$ cat config.mk
export PLATFORM = sky130hd
export DESIGN_NAME = spi_pixel_sender
export DESIGN_NICKNAME = d
export VERILOG_FILES = /design/src/rtl/spi_pixel_sender.sv
export SDC_FILE = /design/constraint.sdc
export NUM_CORES = 1
export LEC_CHECK = 0
export BUFFER_PORTS_ARGS = -buffer_cell sky130_fd_sc_hd__buf_4
export CAP_MARGIN = 0
export CORE_ASPECT_RATIO = 0.8
export CORE_MARGIN = 2
export CORE_UTILIZATION = 60
export CTS_CLUSTER_SIZE = 24
export DETAILED_ROUTE_END_ITERATION = 8
export GPL_ROUTABILITY_DRIVEN = 0
export GPL_TIMING_DRIVEN = 0
export PLACE_DENSITY = 0.83
export SLEW_MARGIN = 20
export SYNTH_ARGS = -nofsm -noshare
export SYNTH_HDL_FRONTEND = slang
export SYNTH_SLANG_ARGS = --single-unit
$ cat constraint.sdc
create_clock -name clk -period 6.4 [get_ports clk]
set_clock_uncertainty 0.1 [all_clocks]
set_input_delay 0.64 -clock clk [delete_from_list [all_inputs] [get_ports clk]]
set_output_delay 0.64 -clock clk [all_outputs]
set_load 0.05 [all_outputs]
$ cat src/rtl/spi_pixel_sender.sv
// Streams a frame of pixels from a synchronous-read pixel memory out over a
// write-only SPI link, MSB first, with back-to-back pixels and no inter-pixel gap.
module spi_pixel_sender #(
  parameter int BITS_PER_PIXEL = 32,
  parameter int PIXELS         = 2048,
  parameter int CLK_DIV        = 2,
  localparam int AW            = (PIXELS > 1) ? $clog2(PIXELS) : 1
) (
  input  logic                      clk,
  input  logic                      reset,
  input  logic                      start,
  output logic                      busy,
  output logic                      done,
  output logic [AW-1:0]             pixel_addr,
  input  logic [BITS_PER_PIXEL-1:0] pixel_data,
  output logic                      spi_clk,
  output logic                      spi_mosi
);

  localparam int BW = $clog2(BITS_PER_PIXEL);
  localparam int DW = $clog2(CLK_DIV);
  localparam logic [BW-1:0] BIT_LAST = BW'(BITS_PER_PIXEL - 1);
  localparam logic [AW-1:0] PIX_LAST = AW'(PIXELS - 1);
  localparam logic [DW-1:0] DIV_LAST = DW'(CLK_DIV - 1);
  localparam logic [DW-1:0] DIV_ONE  = DW'(1);

  typedef enum logic [2:0] {
    IDLE,
    FETCH,
    LOAD,
    SHIFT_LOW,
    SHIFT_HIGH
  } state_t;

  state_t                    state;
  logic [BITS_PER_PIXEL-1:0] shift_reg;
  logic [BITS_PER_PIXEL-1:0] prefetch;
  logic [BITS_PER_PIXEL-1:0] next_word;
  logic [BW-1:0]             bit_cnt;
  logic [AW-1:0]             pix_cnt;
  logic [DW-1:0]             div_cnt;
  logic                      div_end;
  logic                      last_bit;
  logic                      last_pix;

  assign div_end  = (div_cnt == DIV_LAST);
  assign last_bit = (bit_cnt == '0);
  assign last_pix = (pix_cnt == PIX_LAST);

  // Read data lands on the second SHIFT_HIGH cycle; with CLK_DIV=2 that is also
  // the cycle the next pixel must load, so bypass the prefetch register then.
  assign next_word = (div_cnt == DIV_ONE) ? pixel_data : prefetch;

  // NOTE: every state register uses <= so all updates see pre-edge values;
  // all of them, shift and prefetch included, are cleared by reset.
  always_ff @(posedge clk) begin
    if (reset) begin
      state      <= IDLE;
      busy       <= 1'b0;
      done       <= 1'b0;
      pixel_addr <= '0;
      spi_clk    <= 1'b0;
      spi_mosi   <= 1'b0;
      shift_reg  <= '0;
      prefetch   <= '0;
      bit_cnt    <= '0;
      pix_cnt    <= '0;
      div_cnt    <= '0;
    end else begin
      done <= 1'b0;
      case (state)
        IDLE: begin
          if (start) begin
            busy       <= 1'b1;
            pixel_addr <= '0;
            pix_cnt    <= '0;
            bit_cnt    <= BIT_LAST;
            state      <= FETCH;
          end
        end
        FETCH: state <= LOAD;
        LOAD: begin
          shift_reg <= pixel_data;
          spi_mosi  <= pixel_data[BITS_PER_PIXEL-1];
          spi_clk   <= 1'b0;
          div_cnt   <= '0;
          state     <= SHIFT_LOW;
        end
        SHIFT_LOW: begin
          if (div_end) begin
            div_cnt <= '0;
            spi_clk <= 1'b1;
            state   <= SHIFT_HIGH;
            if (last_bit && !last_pix) pixel_addr <= pixel_addr + AW'(1);
          end else begin
            div_cnt <= div_cnt + DW'(1);
          end
        end
        SHIFT_HIGH: begin
          if (last_bit && div_cnt == DIV_ONE) prefetch <= pixel_data;
          if (div_end) begin
            div_cnt <= '0;
            spi_clk <= 1'b0;
            if (!last_bit) begin
              shift_reg <= shift_reg << 1;
              spi_mosi  <= shift_reg[BITS_PER_PIXEL-2];
              bit_cnt   <= bit_cnt - BW'(1);
              state     <= SHIFT_LOW;
            end else if (!last_pix) begin
              shift_reg <= next_word;
              spi_mosi  <= next_word[BITS_PER_PIXEL-1];
              bit_cnt   <= BIT_LAST;
              pix_cnt   <= pix_cnt + AW'(1);
              state     <= SHIFT_LOW;
            end else begin
              spi_mosi <= 1'b0;
              busy     <= 1'b0;
              done     <= 1'b1;
              state    <= IDLE;
            end
          end else begin
            div_cnt <= div_cnt + DW'(1);
          end
        end
        default: state <= IDLE;
      endcase
    end
  end

endmodule
==> metrics list, run 1 <==
- Flop and latch count out of synthesis: 66
* Hold WC Path Type: flop to flop
- For this design the static power due to leakage is 1.62 nW.
- Synthesis handed over a netlist of approximately 440 instances.
- After detailed routing, the number of remaining DRC violations is 0.
- The number of nets handed over by synthesis was around 480.
- Normalized max-slew margin: 47.3%
* Initial DRC Count: 371
* Syn Std Cell Area: 3720 um2
- Gates resized during post-CTS repair numbered 0.
* Number of enable-type register cells in the synthesized netlist: 0
* Total iterations of the first detailed-routing run: 4
- In the global route stage, overall resource usage came out at approximately 30%.
* Post-route clock period utilization: 41.3%
- Most instantiated flip-flop cell in the synthesis netlist: dfxtp_1
- Wire length of the first global-routing pass: 16100 um
- Critical Path Sink Type: flop
- Worst Tran Pin Value: 783 ps
- After the last flow step, the layout net total stands at 538.
- Setup total negative slack on the finished layout was measured at 0 ps.
- Summed over all layers, the global routing overflow is 0.
- Placeable Area: 5940 um2
* Min-delay src: pix_cnt[7]$_SDFFE_PP0P_
* Ports placed on the boundary: 50
* Required time of the critical path: ~6500 ps
- The multi-input combinational cells in the finished layout cover a total of 2230 um2.
- Share of the yosys chip area belonging to registers: a little over a third
- Wire length per cell after detailed routing: roughly 17 um
- The number of antenna violations at the first check in global routing came to 0.
- Clock tree synthesis selected as its root buffer the cell clkbuf_8.
- The register with the most flip-flops in the layout has 31 of them.
- Yosys printed 0 warnings.
- # H-tree levels: 3
- For this run, asynchronously set or reset flops after synthesis account for 0%.
- Clk pin slew, worst setup/hold paths: 70 ps
* Number of cells on the worst reg-to-reg path: 7
- Placed cells: 570
- Entering global routing, the biggest net connects 11 pins.
- The worst register-to-register path ends at shift_reg[30]$_SDFFE_PP0P_.
* Highest attainable clock frequency: 0.378 GHz
- Count of nets left with antenna violations after detail routing: 0
- Worst slack, placed: ~3800 ps
- In this run the tool buffered the top-level ports with 48 buffer cells.
* Number of non-filler instances in the completed layout: ~590
- DP HPWL: between 6000 and 7000 um
- The routed layout has 3676 vias.
* Clock Sinks: 66
- Fill cell total of the finished layout: approximately 480
- Via count of the first global-routing pass: between 3000 and 4000
- In this run the mean area of a mapped cell was approximately 8.4 um2.
- Maximum root-to-sink buffer count: 2
* Startpoint of the worst register-to-register path: bit_cnt[0]$_SDFFE_PP0P_
* Floorplan row count: 25
- Final number of setup-violating endpoints: 0
- Area Growth Syn to Fin: 17.9%
* Worst path arrival time: 2770 ps
- For this run, the slowest stage of the critical path takes 540 ps.
- Die span in x: 92.1 um
- Across the VDD grid, the largest voltage drop is around 0.00014 V.
- Max capacitance violation total: 0
* Slack of the critical path: approximately 3800 ps
* Post-synthesis cell type count: 56
- Destination of the worst hold path: pix_cnt[7]$_SDFFE_PP0P_
- Once the floorplan was initialized, standard cells occupied 62.7% of the core.
- The final hold violation count came to 0.
- For this block, the routed nets add up to 9810 um of wire.
- The cell family contributing the most delay on the critical path is simple AND/OR/NAND/NOR gates.
- Max-slew violation total from the final report: 0
- Power spread over the standard cell area amounts to 228 nW/um2.
- Slowest cell on the critical path: nor4b_4
- Clock tree from TritonCTS: built
* Unrepaired setup endpoints after global routing: no
- The design draws 1.00 mW.
- Number of antenna diodes: 0
- Largest fanout on the critical path: 10
- DIE AREA: 6860 um2
- CP Cell Sequence: inv_1, ha_1, nor4b_4, nand4_2, a31oi_4, buf_4, mux2_2
* Worst-Skew Late Latency: 350 ps
- Buffers inserted to repair hold after CTS numbered 0.
- The run finished with clean final reports.
* Vertical extent of the die: 74.5 um
- Worst Setup Path Type: flop to flop
- Proportion of layout cells with a drive suffix above 1: roughly 23%
- The worst hold path was traced through 2 stages.
- In the post-synthesis netlist, the biggest area contributors are dfxtp_1 (35%), mux2_2 (9.4%), a21oi_1 (5.4%), o21ai_0 (5.4%), nand3_1 (5.2%).
- In this run the post-CTS setup repair buffer count came out at 0.
* Crit start category: flop
- After detailed routing, the number of vias per cell comes to approximately 6.3.
- The setup check on the worst reg-to-reg path leaves a slack of 3760 ps.
- Worst Path Buf+Inv: 2
* Num CTS Buffers: 9
- Cell taking the most area after synthesis: dfxtp_1
- The synthesized design devotes to its leading area cell type 35.5% of total area.
* Clock period minus worst slack: 2640 ps
* Total area of sequential cells: 1320 um2
[stage by stage]
stage	utilization [%]	hold slack, ps	area [um2]
after floorplan	-	352	3720
after global placement	70.4	368	4190
after detailed placement	70.4	388	4190
after CTS	73.9	398	4390
after global routing	73.9	433	4390
final	73.9	399	4390
[routing by layer]
| metal | track usage (%) | part of all wire (%) | routed length (um) |
|---|---|---|---|
| met4 | 8.29 | 1.0 | 99 |
| met1 | 41.7 | 49 | 4770 |
| met5 | 0 | 0 | 0 |
| met3 | 5.98 | 5.0 | 492 |
| met2 | 47.0 | 45 | 4440 |
[power breakdown]
| part | internal (mW) | switching, mW | total, mW |
|---|---|---|---|
| registers | 0.433 | 0.0160 | 0.449 |
| clock network | 0.209 | 0.160 | 0.370 |
| logic | 0.0747 | 0.109 | 0.184 |
| total | 0.717 | 0.285 | 1.00 |
[layout make-up]
cell class / count / area share [%]
buffer: 33 / 3.28
clock buffer: 13 / 3.85
tap: 81 / 2.31
multi-input combinational: 333 / 50.7
sequential: 66 / 30.1
clock inverter: 2 / 0.798
timing repair buffer: 48 / 8.21
inverter: 9 / 0.769
[worst reg2reg max path: stages, from the launching register on]
cell     delay (ps)
dfxtp_1         330
inv_1            80
ha_1            240
nor4b_4         540
nand4_2         330
a31oi_4         320
buf_4           240
mux2_2          350
[logic make-up (layout without fill, tap and decap cells)]
kind of cell             count (synthesis)  count (layout)  share of synthesized area (%)
AND/OR/NAND/NOR                        163             163                           25.8
flip-flops                              66              66                           35.5
multiplexers                            38              38                           11.3
AO/OA/AOI/OAI                          129             129                           21.7
adder cells (fa/ha/maj)                  3               3                           1.01
buffers and inverters                   42             105                           4.77
[placed cells by master (no fill, tap or decap), types with 4 or more instances in the layout]
cell type,Yosys,routed
clkbuf_8,0,12
nor2b_1,30,30
a211oi_1,4,4
nor2_1,18,18
nand2_1,16,16
nand3_1,39,39
and4_1,6,6
buf_4,3,51
inv_1,9,9
a31oi_1,12,12
nand3b_1,5,5
o31ai_1,4,4
o21ai_0,40,40
dfxtp_1,66,66
mux2i_1,7,7
clkbuf_1,22,23
mux2_2,31,31
or3_1,13,13
nor3_1,4,4
buf_2,7,7
and2_1,5,5
nand4_1,5,5
a311oi_1,4,4
a21oi_1,40,40
nand2b_1,4,4
[worst max-delay path by stage]
stage / start / end / depth (start not counted)
global placement: bit_cnt[0]$_SDFFE_PP0P_ / shift_reg[27]$_SDFFE_PP0P_ / 7
floorplan: bit_cnt[0]$_SDFFE_PP0P_ / shift_reg[1]$_SDFFE_PP0P_ / 7
global route: bit_cnt[0]$_SDFFE_PP0P_ / shift_reg[21]$_SDFFE_PP0P_ / 7
finish: bit_cnt[0]$_SDFFE_PP0P_ / shift_reg[30]$_SDFFE_PP0P_ / 7
CTS: bit_cnt[0]$_SDFFE_PP0P_ / shift_reg[15]$_SDFFE_PP0P_ / 7
detailed placement: bit_cnt[0]$_SDFFE_PP0P_ / shift_reg[15]$_SDFFE_PP0P_ / 7
[Yosys cell counts, drive strengths merged, types with 6 or more instances]
cell type,number
nand4,6
and4,6
dfxtp,66
inv,9
nor2,18
mux2,31
clkbuf,22
nand3,39
nand2,16
a21oi,40
nor2b,30
mux2i,7
buf,11
or3,13
a31oi,13
o21ai,41
(Power assumes the default switching activity.)
==> run 2, diff against run 1 <==
Settings changed: ABC_AREA set to 1, CORE_UTILIZATION 60 to 57, PLACE_DENSITY 0.83 to 0.79.
Clock period 6.4 ns to 2.5 ns, I/O delays scaled along.
==> metrics list, run 2 <==
- Post-synthesis average cell area: 6.53 um2 (-23%)
- The final hold violation count was 0 (unchanged).
- The core utilization of the finished layout was 70.9% (-2.9 points).
- The number of max-cap violations came to 0 (unchanged).
- Net switching power: 0.993 mW (+250%)
* Total length of routed met3 wires: 643 um (+31%)
- The die width is 92.6 um (+0.55%).
- The initial DRC count is 245 (-34%).
- The endpoint identified for the worst register-to-register timing path is shift_reg[17]$_SDFFE_PP0P_.
- The number of standard-cell rows in the floorplan was 25 (unchanged).
- Worst ir drop on vdd: 0.000330 V (+130%)
- The post-synthesis sequential area ratio was 36.9% (+1.4 points).
* Worst Tran Pin Value: 774 ps (-9.53 ps)
- The power share of the combinational group is 28.1% (+9.8 points).
- The amount of wire on met2 after detailed routing was 3910 um (-12%).
- The clock network power share is 29.5% (-7.4 points).
- Most frequent cells after synthesis: nand2_1 (203), nand3_1 (74), dfxtp_1 (66)
- Num CTS Buffers: 9 (unchanged)
* Startpoint of the worst register-to-register path: pix_cnt[0]$_SDFFE_PP0P_
* CP Cell Sequence: ha_1, nand3_2, nor2_2, nand3_1, nand2_2, nand2_2, nand2_2, buf_6, nand2_1, a21oi_1
- The critical path is of the flop to flop type.
- Most frequent cell after synthesis: nand2_1
- The slack of the worst reg-to-reg path was 570 ps (-3190 ps).
- The total via count in the routed design came to 3690 (+0.38%).
* Multi-input gate area: 1980 um2 (-11%)
- Routed metal-1 wirelength: 4070 um (-15%)
- Number of antenna violations at the first check in global routing: 0 (unchanged)
- Number of remaining DRC errors: 0 (unchanged)
* Buffers inserted during post-CTS setup optimization: 0 (unchanged)
* Delay of the slowest cell on the worst path: 370 ps (-170 ps)
* Power Internal: 1.90 mW (+170%)
- Total area of sequential cells: 1320 um2 (unchanged)
- Crit start category: flop
- The cell sitting at the root of the clock tree is a clkbuf_8.
* Number of antenna diodes: 0 (unchanged)
* Via count of the first global-routing pass: 3189 (-2.0%)
- DRT Wirelength: 8660 um (-12%)
- The leakage power was 1.75 nW (+8.4%).
* Worst path arrival time: 2100 ps (-670 ps)
- Max-slew violation total from the final report: 0 (unchanged)
- The number of input and output port buffers inserted came to 49 (+2.1%).
* Slowest cell on the critical path: dfxtp_1
- The height of the die came to 74.9 um (+0.54%).
* Leading cell type in the layout, fill and taps excluded: nand2_1
- Share of flip-flops with an asynchronous set or reset: 0% (unchanged)
- Wire length of the first global-routing pass: 14600 um (-9.1%)
- Critical Path Sink Type: flop
* Number of cells on the worst reg-to-reg path: 10 (+3)
* Status: completed
- The cell family contributing the most delay on the critical path is simple AND/OR/NAND/NOR gates.
- The power per cell area came to 684 nW/um2 (+200%).
- Hold WC Path Type: input port to flop
* # H-tree levels: 3 (unchanged)
* Post-route clock period utilization: 77.3% (+36 points)
* Initial Util: 59.9% (-2.8 points)
- Uppermost routed layer: met4
- The number of flip-flops in the largest register is 31 (unchanged).
- The placeable core region came to 5970 um2 (+0.53%).
- Switching share of total power: 34.3% (+5.8 points)
- Required time of the critical path: 2670 ps (-3860 ps)
- DP HPWL: 6140 um (-11%)
- The total number of yosys warnings is 0 (unchanged).
* Proportion of layout cells with a drive suffix above 1: 18.0% (-5.0 points)
* Unrepaired setup endpoints after global routing: no
- Final number of setup-violating endpoints: 0 (unchanged)
* Normalized max-slew margin: 48.4% (+1.1 points)
- In this run the most critical hold path is launched from pixel_data[10].
- The net total in the final layout is 646 (+20%).
* Number of cells produced by synthesis: 548 (+24%)
- The CTS clock-pin slew for the worst setup and hold paths was 70 ps (about the same).
* Fraction of power consumed by sequential logic: 42.4% (-2.4 points)
* Fill cell total of the finished layout: 507 (+6.3%)
* Syn Std Cell Area: 3580 um2 (-3.9%)
- The number of hold buffers added after cts is 0 (unchanged).
- Post-synthesis cell type count: 32 (-43%)
- For this run, the leading register cell type out of synthesis is dfxtp_1.
- In the layout the commonest cells are nand2_1 (203), nand3_1 (74), dfxtp_1 (66).
- The number of nets in the synthesized netlist is 586 (+22%).
- By area the synthesized netlist is led by dfxtp_1 (37%), nand2_1 (21%), nand3_1 (10%), a21oi_1 (8.1%), nor2_1 (3.6%).
* Ports placed on the boundary: 50 (unchanged)
- TritonCTS built the clock tree.
- Total iterations of the first detailed-routing run: 4 (unchanged)
- Worst-Skew Late Latency: 340 ps (about the same)
- The path with the worst hold slack has its endpoint at shift_reg[10]$_SDFFE_PP0P_.
- Synth top area share: 36.9% (+1.4 points)
- Area Growth Syn to Fin: 18.4%
* Clock period minus worst slack: 1930 ps (-711 ps)
- The total number of clock tree sinks came to 66 (unchanged).
- Largest net degree at the start of global routing: 11 (unchanged)
- The number of stages on the worst hold path came to 5 (+3).
- Number of enable-type register cells in the synthesized netlist: 0 (unchanged)
* Maximum root-to-sink buffer count: 2 (unchanged)
- The peak clock frequency supported by timing was 0.517 GHz (+37%).
- DIE AREA: 6930 um2 (+1.1%)
- The largest fanout of any net on the critical path was 10 (unchanged).
* Flop and latch count out of synthesis: 66 (unchanged)
- The final global-route overflow total came to 0 (unchanged).
* Count of nets left with antenna violations after detail routing: 0 (unchanged)
- Total Neg Setup Slack: 0 ps (unchanged)
- Vias per cell: 5.32 (-15%)
- Cell occurring most often along the worst timing path: nand2_2
- Post-CTS Resized: 0 (unchanged)
* GR Util All Layers: 26.4% (-3.2 points)
- The average wire per cell in the routed design is 12.5 um (-25%).
- Worst Path Buf+Inv: 1 (-1)
* Cell taking the most area after synthesis: dfxtp_1
[run 2: cell types whose count changed in the layout (fill, tap and decap cells not counted), sizes merged, moves of 15 or more]
cell,before,now
mux2,31,0
a21oi,40,64
inv,9,32
nor2b,30,0
nor2,18,38
clkbuf,35,20
nand3,39,79
nand2,16,213
o21ai,41,11
[run 2: through the flow]
stage               cell area [um2]  instances  hold slack (ps)  power, mW  setup WS [ps]
global placement               4050        678              346       2.04            619
floorplan                      3580        548              334       1.84            575
detailed placement             4050        678              352       2.05            596
global route                   4240        693              192       3.07            379
finish                         4240        693              179       2.90            568
CTS                            4240        693              172       2.89            575
[run 2: cells by family after synthesis]
group                      after synthesis  synth area share (%)
and+or+nand+nor                        340                  41.7
adders and majority gates                3                  1.05
AOI/OAI and AO/OA                       76                  11.3
xor gates and xnor gates                 5                  1.22
buffers and inverters                   58                  7.79
DFF                                     66                  36.9
[run 2: power by group through the flow]
stage	logic, mW	clock network (mW)	registers, mW
6_report	0.814	0.855	1.23
5_1_grt	0.915	0.916	1.24
4_1_cts	0.808	0.862	1.23
3_5_place_dp	0.806	0	1.25
3_3_place_gp	0.794	0	1.24
2_1_floorplan	0.589	0	1.25
[run 2: tightest hold or removal path, delay by kind of cell]
family                 cells  cell delay (ps)
AO/OA/AOI/OAI              1               60
AND/OR/NAND/NOR            3              170
buffers and inverters      1              100
[run 2: routing by layer]
layer  vias up  global-route usage [%]
li1       1897                       -
met1      1669                    37.0
met2       118                    41.3
met3         6                    6.31
met4         0                    7.79
met5         -                       0
[run 2: area by class of cell]
class                   count  area share, %
clock buffers              13           4.22
flip-flops and latches     66           31.2
well taps                  81           2.39
inverters                  33           2.92
multi-input cells         424           46.7
plain buffers              25           3.66
repair buffers             49           8.68
clock inverters             2          0.236
[run 2: worst max-delay path by stage]
stage	start	to	slack [ps]	cells past startpoint
final	pix_cnt[0]$_SDFFE_PP0P_	shift_reg[17]$_SDFFE_PP0P_	570	10
after floorplan	pixel_addr[0]$_SDFFE_PP0P_	pixel_addr[8]$_SDFFE_PP0P_	580	8
after global placement	pix_cnt[0]$_SDFFE_PP0P_	shift_reg[27]$_SDFFE_PP0P_	620	9
after CTS	pix_cnt[0]$_SDFFE_PP0P_	shift_reg[17]$_SDFFE_PP0P_	570	10
after global routing	pix_cnt[0]$_SDFFE_PP0P_	shift_reg[16]$_SDFFE_PP0P_	380	10
after detailed placement	pix_cnt[0]$_SDFFE_PP0P_	shift_reg[17]$_SDFFE_PP0P_	600	10
==> run 3, diff against run 2 <==
Settings changed: CORE_UTILIZATION 57 to 52, PLACE_DENSITY 0.79 to 0.76.
Clock period 2.5 ns to 1.6 ns, I/O delays scaled along.
==> metrics list, run 3 (synthesis gave the netlist of run 2 again) <==
- The final hold violation count was 0 (unchanged).
- The final clock period utilization by the worst path was 111% (+33 points).
- Clock Sinks: 66 (unchanged)
- The all-layer global routing usage is 26.1% (-0.37 points).
- Num CTS Buffers: 9 (unchanged)
- Detailed-route via count: 3968 (+7.5%)
* Leading cell type in the layout, fill and taps excluded: nand2_1
* Maximum root-to-sink buffer count: 2 (unchanged)
* DP HPWL: 6250 um (+1.8%)
* Clock tree from TritonCTS: built
* Total iterations of the first detailed-routing run: 5 (+1)
* Clock period minus worst slack: 1770 ps (-161 ps)
- The slew at the pin closest to its max-slew limit was 802 ps (+27.8 ps).
- In the layout the commonest cells are nand2_1 (186), buf_4 (71), nand3_1 (69).
- Proportion of layout cells with a drive suffix above 1: 32.2% (+14 points)
- The checks that failed: setup timing.
- Total global routing overflow: 0 (unchanged)
* Number of antenna diodes: 0 (unchanged)
- Largest fanout on the critical path: 7 (-3)
* Number of remaining DRC errors: 0 (unchanged)
- DIE AREA: 7570 um2 (+9.1%)
- Worst-Skew Late Latency: 350 ps (about the same)
- Setup repair after global routing could not meet its margin everywhere.
* Clk pin slew, worst setup/hold paths: 70 ps (about the same)
- The number of flip-flops in the largest register came to 31 (unchanged).
- The average wire per cell in the routed design is 14.4 um (+15%).
- Max-slew violation total from the final report: 0 (unchanged)
* Highest attainable clock frequency: 0.564 GHz (+9.1%)
- Worst path arrival time: 1950 ps (-150 ps)
* Count of nets left with antenna violations after detail routing: 0 (unchanged)
- The flow ran to the end, but the final reports show violations.
* Port Buffers: 49 (unchanged)
- Total Neg Setup Slack: -6250 ps (-6250 ps)
- Area Growth Syn to Fin: 38.2%
- Largest net degree at the start of global routing: 12 (+1)
- The die width came to 96.8 um (+4.5%).
* Required time of the critical path: 1780 ps (-890 ps)
* Worst Setup Path Type: flop to flop
- The height of the die is 78.2 um (+4.4%).
* Ports placed on the boundary: 50 (unchanged)
* Pwr/cell area: 1130 nW/um2 (+65%)
- The number of hold buffers added after cts is 0 (unchanged).
- Critical Path Sink Type: flop
- DRT Wirelength: 10500 um (+21%)
* Worst slack, placed: -240 ps (-836 ps)
- Clock tree synthesis selected as its root buffer the cell clkbuf_8.
* Via count of the first global-routing pass: 3543 (+11%)
- Wire length of the first global-routing pass: 16400 um (+12%)
- The starting utilization of the core area came to 52.7% (-7.2 points).
* Hold WC Path Type: input port to flop
- The worst supply voltage drop on vdd is 0.000502 V (+52%).
- Placeable Area: 6790 um2 (+14%)
- The setup violation total in the final timing report is 58 (+58).
* Leakage power: 2.00 nW (+14%)
- The number of max-cap violations was 0 (unchanged).
- Slack of the critical path: -172 ps (-739 ps)
- The initial DRC count came to 301 (+23%).
- # H-tree levels: 3 (unchanged)
* Number of antenna violations at the first check in global routing: 0 (unchanged)
* Normalized max-slew margin: 46.6% (-1.9 points)
- The worst setup path is launched from a flop.
- Number of nets in the layout: 676 (+4.6%)
* Floorplan row count: 27 (+8.0%)
- Vias per cell: 5.44 (+2.1%)
run 3: path summary, 6_finish.rpt:
| check | startpoint | end | slack [ps] | cells after the start |
|---|---|---|---|---|
| setup / recovery | pix_cnt[5]$_SDFFE_PP0P_ | shift_reg[15]$_SDFFE_PP0P_ | -170 | 9 |
| hold / removal | pixel_data[26] | shift_reg[26]$_SDFFE_PP0P_ | 80 | 5 |
| setup reg to reg | pix_cnt[5]$_SDFFE_PP0P_ | shift_reg[15]$_SDFFE_PP0P_ | -170 | 9 |
| hold reg to reg | shift_reg[3]$_SDFFE_PP0P_ | shift_reg[3]$_SDFFE_PP0P_ | 360 | 2 |
run 3: what timing repair did:
item,4_1_cts,5_1_grt
setup buffers,14,10
resized for setup,47,63
pin swaps,13,20
setup endpoints to repair,62,65
gates cloned,4,2
run 3: routing by layer:
layer / track usage (%) / routed length (um) / vias to the layer above
met1: 35.8 / 4660 / 1841
met5: 0 / 0 / -
met3: 4.99 / 742 / 22
met4: 7.75 / 204 / 0
li1: - / - / 1960
met2: 41.9 / 4870 / 145
run 3: cell type report:
type | instances | area, um2
clock inverters | 6 | 105
plain buffers | 25 | 214
inverters | 33 | 130
flip-flops and latches | 66 | 1340
clock buffers | 10 | 128
well taps | 87 | 109
repair buffers | 79 | 653
fillers | 532 | 1840
multi-input cells | 424 | 2270
run 3: where the power goes:
| part | switching, mW | internal, mW |
|---|---|---|
| sequential | 0.138 | 1.82 |
| clock | 0.637 | 1.03 |
| combinational | 1.12 | 0.848 |
run 3: stage by stage:
| stage | instances | util [%] | cell area [um2] | total power [mW] | hold WS [ps] |
|---|---|---|---|---|---|
| 6_report | 730 | 72.9 | 4950 | 5.58 | 83.1 |
| 5_1_grt | 730 | 72.9 | 4950 | 5.86 | 103 |
| 4_1_cts | 718 | 68.3 | 4640 | 5.19 | 81.4 |
| 3_5_place_dp | 684 | 60.4 | 4100 | 3.25 | 351 |
| 3_3_place_gp | 684 | 60.4 | 4100 | 3.22 | 346 |
| 2_1_floorplan | 548 | - | 3620 | 2.92 | 253 |
run 3: critical path: stages, from the launching register on:
cell and delay [ps]:
dfxtp_1 430, nand2_1 160, nor2_4 190, nand3_2 120, nand2_4 130, nand2_8 100
nand2_8 140, buf_6 130, nand2_1 70, a21oi_2 120
